### src/rtl/pwm_bridge_decoder.sv
// pwm_bridge_decoder: per-carrier-period decoder for one H-bridge PWM pair.
// Reports leg on-times, net bridge volt-time, short pulses, edge bursts and sync loss.
module pwm_bridge_decoder #(
    parameter int unsigned SYNC_STAGES = 2,
    parameter logic [15:0] PERIOD_MAX  = 16'd4000,
    parameter logic [3:0]  EDGE_MAX    = 4'd4
) (
    input  logic               clk_20M,
    input  logic               reset_n,
    input  logic               Syn,
    input  logic               PWM_left,
    input  logic               PWM_right,
    input  logic [15:0]        PulWidth_Min,
    output logic [15:0]        OnTimeLeft,
    output logic [15:0]        OnTimeRight,
    output logic signed [16:0] NetTime,
    output logic               Data_valid,
    output logic               MinWidthErr,
    output logic               EdgeErr,
    output logic               SyncLost
);

    typedef enum logic {S_IDLE, S_MEAS} state_t;

    state_t                 r_state;
    logic [SYNC_STAGES-1:0] r_syncL;
    logic [SYNC_STAGES-1:0] r_syncR;
    logic                   r_sLd;
    logic                   r_sRd;
    logic [15:0]            r_per;
    logic [15:0]            r_onL;
    logic [15:0]            r_onR;
    logic [15:0]            r_wL;
    logic [15:0]            r_wR;
    logic signed [16:0]     r_net;
    logic [3:0]             r_eL;
    logic [3:0]             r_eR;
    logic                   r_minFlag;

    logic w_sL;
    logic w_sR;
    logic w_riseL;
    logic w_riseR;
    logic w_shortL;
    logic w_shortR;
    logic w_up;
    logic w_dn;
    logic w_last;
    logic w_run;
    logic w_timeout;

    function automatic logic [15:0] sat16(input logic [15:0] v);
        return (v == 16'hFFFF) ? v : v + 16'd1;
    endfunction

    function automatic logic [3:0] sat4(input logic [3:0] v);
        return (v == 4'hF) ? v : v + 4'd1;
    endfunction

    function automatic logic signed [16:0] net_step(
        input logic signed [16:0] v,
        input logic               up,
        input logic               dn
    );
        logic signed [16:0] r;
        r = v;
        if (up && v != 17'sd65535)
            r = v + 17'sd1;
        else if (dn && v != -17'sd65535)
            r = v - 17'sd1;
        return r;
    endfunction

    assign w_sL     = r_syncL[SYNC_STAGES-1];
    assign w_sR     = r_syncR[SYNC_STAGES-1];
    assign w_riseL  = w_sL & ~r_sLd;
    assign w_riseR  = w_sR & ~r_sRd;
    // A fall with zero width means the pulse began before measurement started.
    assign w_shortL = ~w_sL & r_sLd & (r_wL != 16'd0) & (r_wL < PulWidth_Min);
    assign w_shortR = ~w_sR & r_sRd & (r_wR != 16'd0) & (r_wR < PulWidth_Min);
    assign w_up     = w_sL & ~w_sR;
    assign w_dn     = ~w_sL & w_sR;
    assign w_last   = (r_per == PERIOD_MAX - 16'd1);
    assign w_run    = (r_state == S_MEAS) & ~Syn & ~w_last;
    assign w_timeout = (r_state == S_MEAS) & ~Syn & w_last;

    always_ff @(posedge clk_20M or negedge reset_n) begin
        if (!reset_n) begin
            r_syncL <= '0;
            r_syncR <= '0;
            r_sLd   <= 1'b0;
            r_sRd   <= 1'b0;
        end else begin
            r_syncL <= {r_syncL[SYNC_STAGES-2:0], PWM_left};
            r_syncR <= {r_syncR[SYNC_STAGES-2:0], PWM_right};
            r_sLd   <= w_sL;
            r_sRd   <= w_sR;
        end
    end

    // Syn restarts the accumulators from the Syn-cycle sample itself.
    always_ff @(posedge clk_20M or negedge reset_n) begin
        if (!reset_n) begin
            r_per     <= '0;
            r_onL     <= '0;
            r_onR     <= '0;
            r_net     <= '0;
            r_eL      <= '0;
            r_eR      <= '0;
            r_wL      <= '0;
            r_wR      <= '0;
            r_minFlag <= 1'b0;
        end else if (Syn) begin
            r_per     <= 16'd1;
            r_onL     <= {15'd0, w_sL};
            r_onR     <= {15'd0, w_sR};
            r_net     <= net_step(17'sd0, w_up, w_dn);
            r_eL      <= {3'd0, w_riseL};
            r_eR      <= {3'd0, w_riseR};
            r_wL      <= w_sL ? sat16(r_wL) : 16'd0;
            r_wR      <= w_sR ? sat16(r_wR) : 16'd0;
            r_minFlag <= 1'b0;
        end else if (w_run) begin
            r_per     <= sat16(r_per);
            r_onL     <= w_sL ? sat16(r_onL) : r_onL;
            r_onR     <= w_sR ? sat16(r_onR) : r_onR;
            r_net     <= net_step(r_net, w_up, w_dn);
            r_eL      <= w_riseL ? sat4(r_eL) : r_eL;
            r_eR      <= w_riseR ? sat4(r_eR) : r_eR;
            r_wL      <= w_sL ? sat16(r_wL) : 16'd0;
            r_wR      <= w_sR ? sat16(r_wR) : 16'd0;
            r_minFlag <= r_minFlag | w_shortL | w_shortR;
        end else begin
            r_per     <= '0;
            r_onL     <= '0;
            r_onR     <= '0;
            r_net     <= '0;
            r_eL      <= '0;
            r_eR      <= '0;
            r_wL      <= '0;
            r_wR      <= '0;
            r_minFlag <= 1'b0;
        end
    end

    always_ff @(posedge clk_20M or negedge reset_n) begin
        if (!reset_n) begin
            r_state     <= S_IDLE;
            OnTimeLeft  <= '0;
            OnTimeRight <= '0;
            NetTime     <= '0;
            Data_valid  <= 1'b0;
            MinWidthErr <= 1'b0;
            EdgeErr     <= 1'b0;
            SyncLost    <= 1'b0;
        end else begin
            Data_valid <= 1'b0;
            unique case (r_state)
                S_IDLE: begin
                    if (Syn) begin
                        r_state  <= S_MEAS;
                        SyncLost <= 1'b0;
                    end
                end
                S_MEAS: begin
                    if (Syn) begin
                        OnTimeLeft  <= r_onL;
                        OnTimeRight <= r_onR;
                        NetTime     <= r_net;
                        MinWidthErr <= r_minFlag | w_shortL | w_shortR;
                        EdgeErr     <= (r_eL > EDGE_MAX) | (r_eR > EDGE_MAX);
                        Data_valid  <= 1'b1;
                    end else if (w_timeout) begin
                        r_state  <= S_IDLE;
                        SyncLost <= 1'b1;
                    end
                end
            endcase
        end
    end

endmodule
### config.mk
export PLATFORM = sky130hd
export DESIGN_NAME = pwm_bridge_decoder
export DESIGN_NICKNAME = d
export VERILOG_FILES = /design/src/rtl/pwm_bridge_decoder.sv
export SDC_FILE = /design/constraint.sdc
export NUM_CORES = 1
export LEC_CHECK = 0
export CAP_MARGIN = 5
export CELL_PAD_IN_SITES_DETAIL_PLACEMENT = 1
export CELL_PAD_IN_SITES_GLOBAL_PLACEMENT = 1
export CORE_MARGIN = 2
export CORE_UTILIZATION = 46
export DETAILED_ROUTE_END_ITERATION = 16
export PLACE_DENSITY_LB_ADDON = 0.1
export SETUP_SLACK_MARGIN = 0.5
export SYNTH_ARGS = -nofsm -noshare
export SYNTH_HDL_FRONTEND = slang
export SYNTH_SLANG_ARGS = --single-unit
export TNS_END_PERCENT = 5
### constraint.sdc
create_clock -name clk_20M -period 4.7 [get_ports clk_20M]
set_input_delay 0.705 -clock clk_20M [delete_from_list [all_inputs] [get_ports clk_20M]]
set_output_delay 0.705 -clock clk_20M [all_outputs]
set_load 0.05 [all_outputs]
==> results.py <==
metrics = {
    "synthesis": {
        "syn_nets": 986,
        "synthTopCellsByArea": "dfrtp_1 46%, ha_1 8.1%, mux2_2 5.7%",
        "synth_top_cell_by_area": "dfrtp_1",
        "yosysTopAreaCellShare": 0.458,
        "synth_async_sr_flop_share": 1.00,
        "synth_flop_cell": "dfrtp_1",
        "synth_edf_count": 0,
        "syn_avg_cell_area_um2": 10.0,
        "synthesis.area_um2": 9060,
        "synth_cell_types": 66,
        "synth_warnings": 0,
        "yosys_register_bits": 166,
        "ys_seq_area_frac": 0.458,
        "syn_inst": 905,
    },
    "drt": {
        "firstDrtPassIters": 4,
        "routed_wl_um": 22700,
        "post_drt_wl_per_cell_um": 18.0,
        "via_per_inst": 5.58,
        "drt-initial-drc-count": 232,
        "vias": 7030,
        "ant_nets": 0,
        "drc": 0,
    },
    "setup_path": {
        "r2r.worst_path.cells": 12,
        "start_kind": "register",
        "arrival_ns": 4.22,
        "path_class": "register to register",
        "required_ns": 5.01,
        "reg2reg_from": "r_net[16]",
        "crit_start": "r_net[16]",
        "crit_fanout": 9,
        "rrSetupSlack_ns": 0.79,
        "crit_path_top_delay_cell": "o21ai_1",
        "worstPathCellList": "nand4b_1 > or4_1 > o21ai_1 > buf_4 > ha_1 > o21ai_0 > a31oi_1 > o41ai_2 > o21ai_0 > a31oi_1 > xor2_1 > a21oi_1",
        "max_stage_delay_ns": 0.57,
        "endpoint_kind": "register",
        "r2r-end": "r_net[14]",
        "crit_end": "r_net[14]",
    },
    "power": {
        "irDropWorstVdd_mv": 0.248,
        "power_density_nw_per_um2": 393,
        "p_leak_nw": 4.88,
        "p_total_mw": 4.23,
    },
    "cts": {
        "hold_buffers": 0,
        "cts_buffers": 17,
        "post_cts_resized": 1,
        "cts_tree": "yes",
        "cts_htree_levels": 4,
        "clk_pin_slew_worst_paths_ns": 0.07,
        "clockBufferDepth": 2,
        "clk_latency_ns": 0.44,
        "clock_sink_count": 166,
        "cts_setup_buffers": 0,
        "cts-root-buf": "clkbuf_16",
    },
    "global_routing": {
        "antenna_found_initial": 0,
        "overflow": 0,
        "grt.total_usage": 0.232,
        "grt_max_degree": 97,
        "grt_pass1_vias": 7362,
        "grt_pass1_wl_um": 37800,
    },
    "sta": {
        "slew-limit-headroom": 0.414,
        "rsz0062_at_grt": "false",
        "fin_hold_ws_ns": 0.349,
        "period_minus_slack_ns": 3.91,
        "fmax_mhz": 256,
        "final.setup.tns_ns": 0,
        "setup_ws_ns": 0.790,
        "skew_ns": 0.0172,
        "tightest_slew_ns": 0.879,
        "finalHoldViolations": 0,
        "finalCritPeriodShare": 0.832,
        "slew_viol_final": 0,
        "finalSetupViolCount": 0,
    },
    "outcome": {
        "status": "completed",
    },
    "final_layout": {
        "drive_above_1_share": 0.0985,
        "fin_cells": 1260,
        "final_cell_mix": "166 x dfrtp_1, 107 x nor2_1, 72 x clkdlybuf4s50_1",
        "final_common_cell": "dfrtp_1",
        "diodes": 0,
        "area_growth_pct": 18.7,
        "nNetsFinal": 1063,
    },
    "floorplan": {
        "rows": 51,
        "die_area_um2": 20800,
        "ios": 74,
        "fp.dieH_um": 144,
        "die_w_um": 144,
        "core_um2": 19400,
        "start_util": 0.467,
    },
    "min_path": {
        "min_from": "r_syncL[0]",
        "hold_class": "register to register",
    },
    "place": {
        "place_hpwl_um": 16200,
        "gp_congestion": 0.837,
        "dpl_worst_slack_ns": 0.501,
        "dpl.cell_count": 1228,
        "portBuffers": 73,
    },
    "flow_run": {
        "cap_violations": 0,
    },
}
==> through the flow <==
step	utilization	cell area (µm²)
3_3_place_gp	0.520	10100
5_1_grt	0.555	10800
4_1_cts	0.555	10800
6_report	0.555	10800
3_5_place_dp	0.520	10100
2_1_floorplan	-	9060
==> cells in the mapped netlist, drive strengths merged (3+ instances only) <==
master,instances
a211oi,4
a21o,13
a21oi,41
a311oi,6
a31oi,11
and2,6
and3,8
and4,8
buf,11
clkbuf,12
dfrtp,166
ha,59
inv,43
mux2,46
mux2i,7
nand2,62
nand2b,8
nand3,40
nand4,31
nor2,108
nor2b,7
nor3,16
nor4,8
o211ai,4
o21a,4
o21ai,47
o31ai,3
o41ai,3
or3,7
or4,3
xnor2,25
xor2,49
==> kinds of logic after synthesis <==
| family | after synthesis | share of synthesized area |
|---|---|---|
| buffers and inverters | 66 | 0.0291 |
| AO/OA/AOI/OAI | 159 | 0.114 |
| XOR/XNOR | 74 | 0.0715 |
| AND/OR/NAND/NOR | 327 | 0.178 |
| adder cells (fa/ha/maj) | 60 | 0.0837 |
| multiplexers | 53 | 0.0649 |
| flip-flops | 166 | 0.458 |
==> metal layers <==
layer  routed length (µm)  GRT usage  vias to the layer above
li1                     -          -                     3382
met3                  692     0.0447                       38
met4                  443     0.0787                        0
met5                    0          0                        -
met2                10700      0.378                      111
met1                10900      0.311                     3499
==> registers in the layout (all words and copies together), names as in the netlist, 16 cells and up <==
| register | count |
|---|---|
| r_per | 16 |
| r_net | 17 |
| r_wR | 16 |
| r_wL | 16 |
| r_onR | 16 |
| NetTime | 17 |
| OnTimeRight | 16 |
| r_onL | 16 |
| OnTimeLeft | 16 |
==> critical path, delay by kind of cell (launching register included) <==
| family | cells | cell delay, ns |
|---|---|---|
| simple gates | 2 | 0.72 |
| buf+inv | 1 | 0.29 |
| fa+ha+maj | 1 | 0.29 |
| xor+xnor | 1 | 0.17 |
| flops | 1 | 0.44 |
| compound gates | 7 | 1.88 |
==> worst min-delay path by stage <==
stage	slack, ns	end	cells past startpoint
2_1_floorplan	0.33	r_syncL[1]	0
3_3_place_gp	0.33	r_syncR[1]	0
3_5_place_dp	0.34	r_syncL[1]	0
4_1_cts	0.35	r_syncL[1]	0
5_1_grt	0.35	r_syncL[1]	0
6_report	0.35	r_syncL[1]	0
==> layout make-up <==
| cell class | count | area, µm² |
|---|---|---|
| fill | 2175 | 8640 |
| clock inverter | 14 | 235 |
| tap | 265 | 332 |
| sequential | 166 | 4150 |
| inverter | 43 | 161 |
| multi-input combinational | 673 | 4650 |
| clock buffer | 18 | 429 |
| timing repair buffer | 81 | 792 |
==> where the power goes <==
| part | internal, mW | switching [mW] |
|---|---|---|
| Sequential | 1.53 | 0.122 |
| Clock | 0.961 | 0.629 |
| Combinational | 0.381 | 0.602 |
Note: power is estimated with default switching activity, not from simulation.
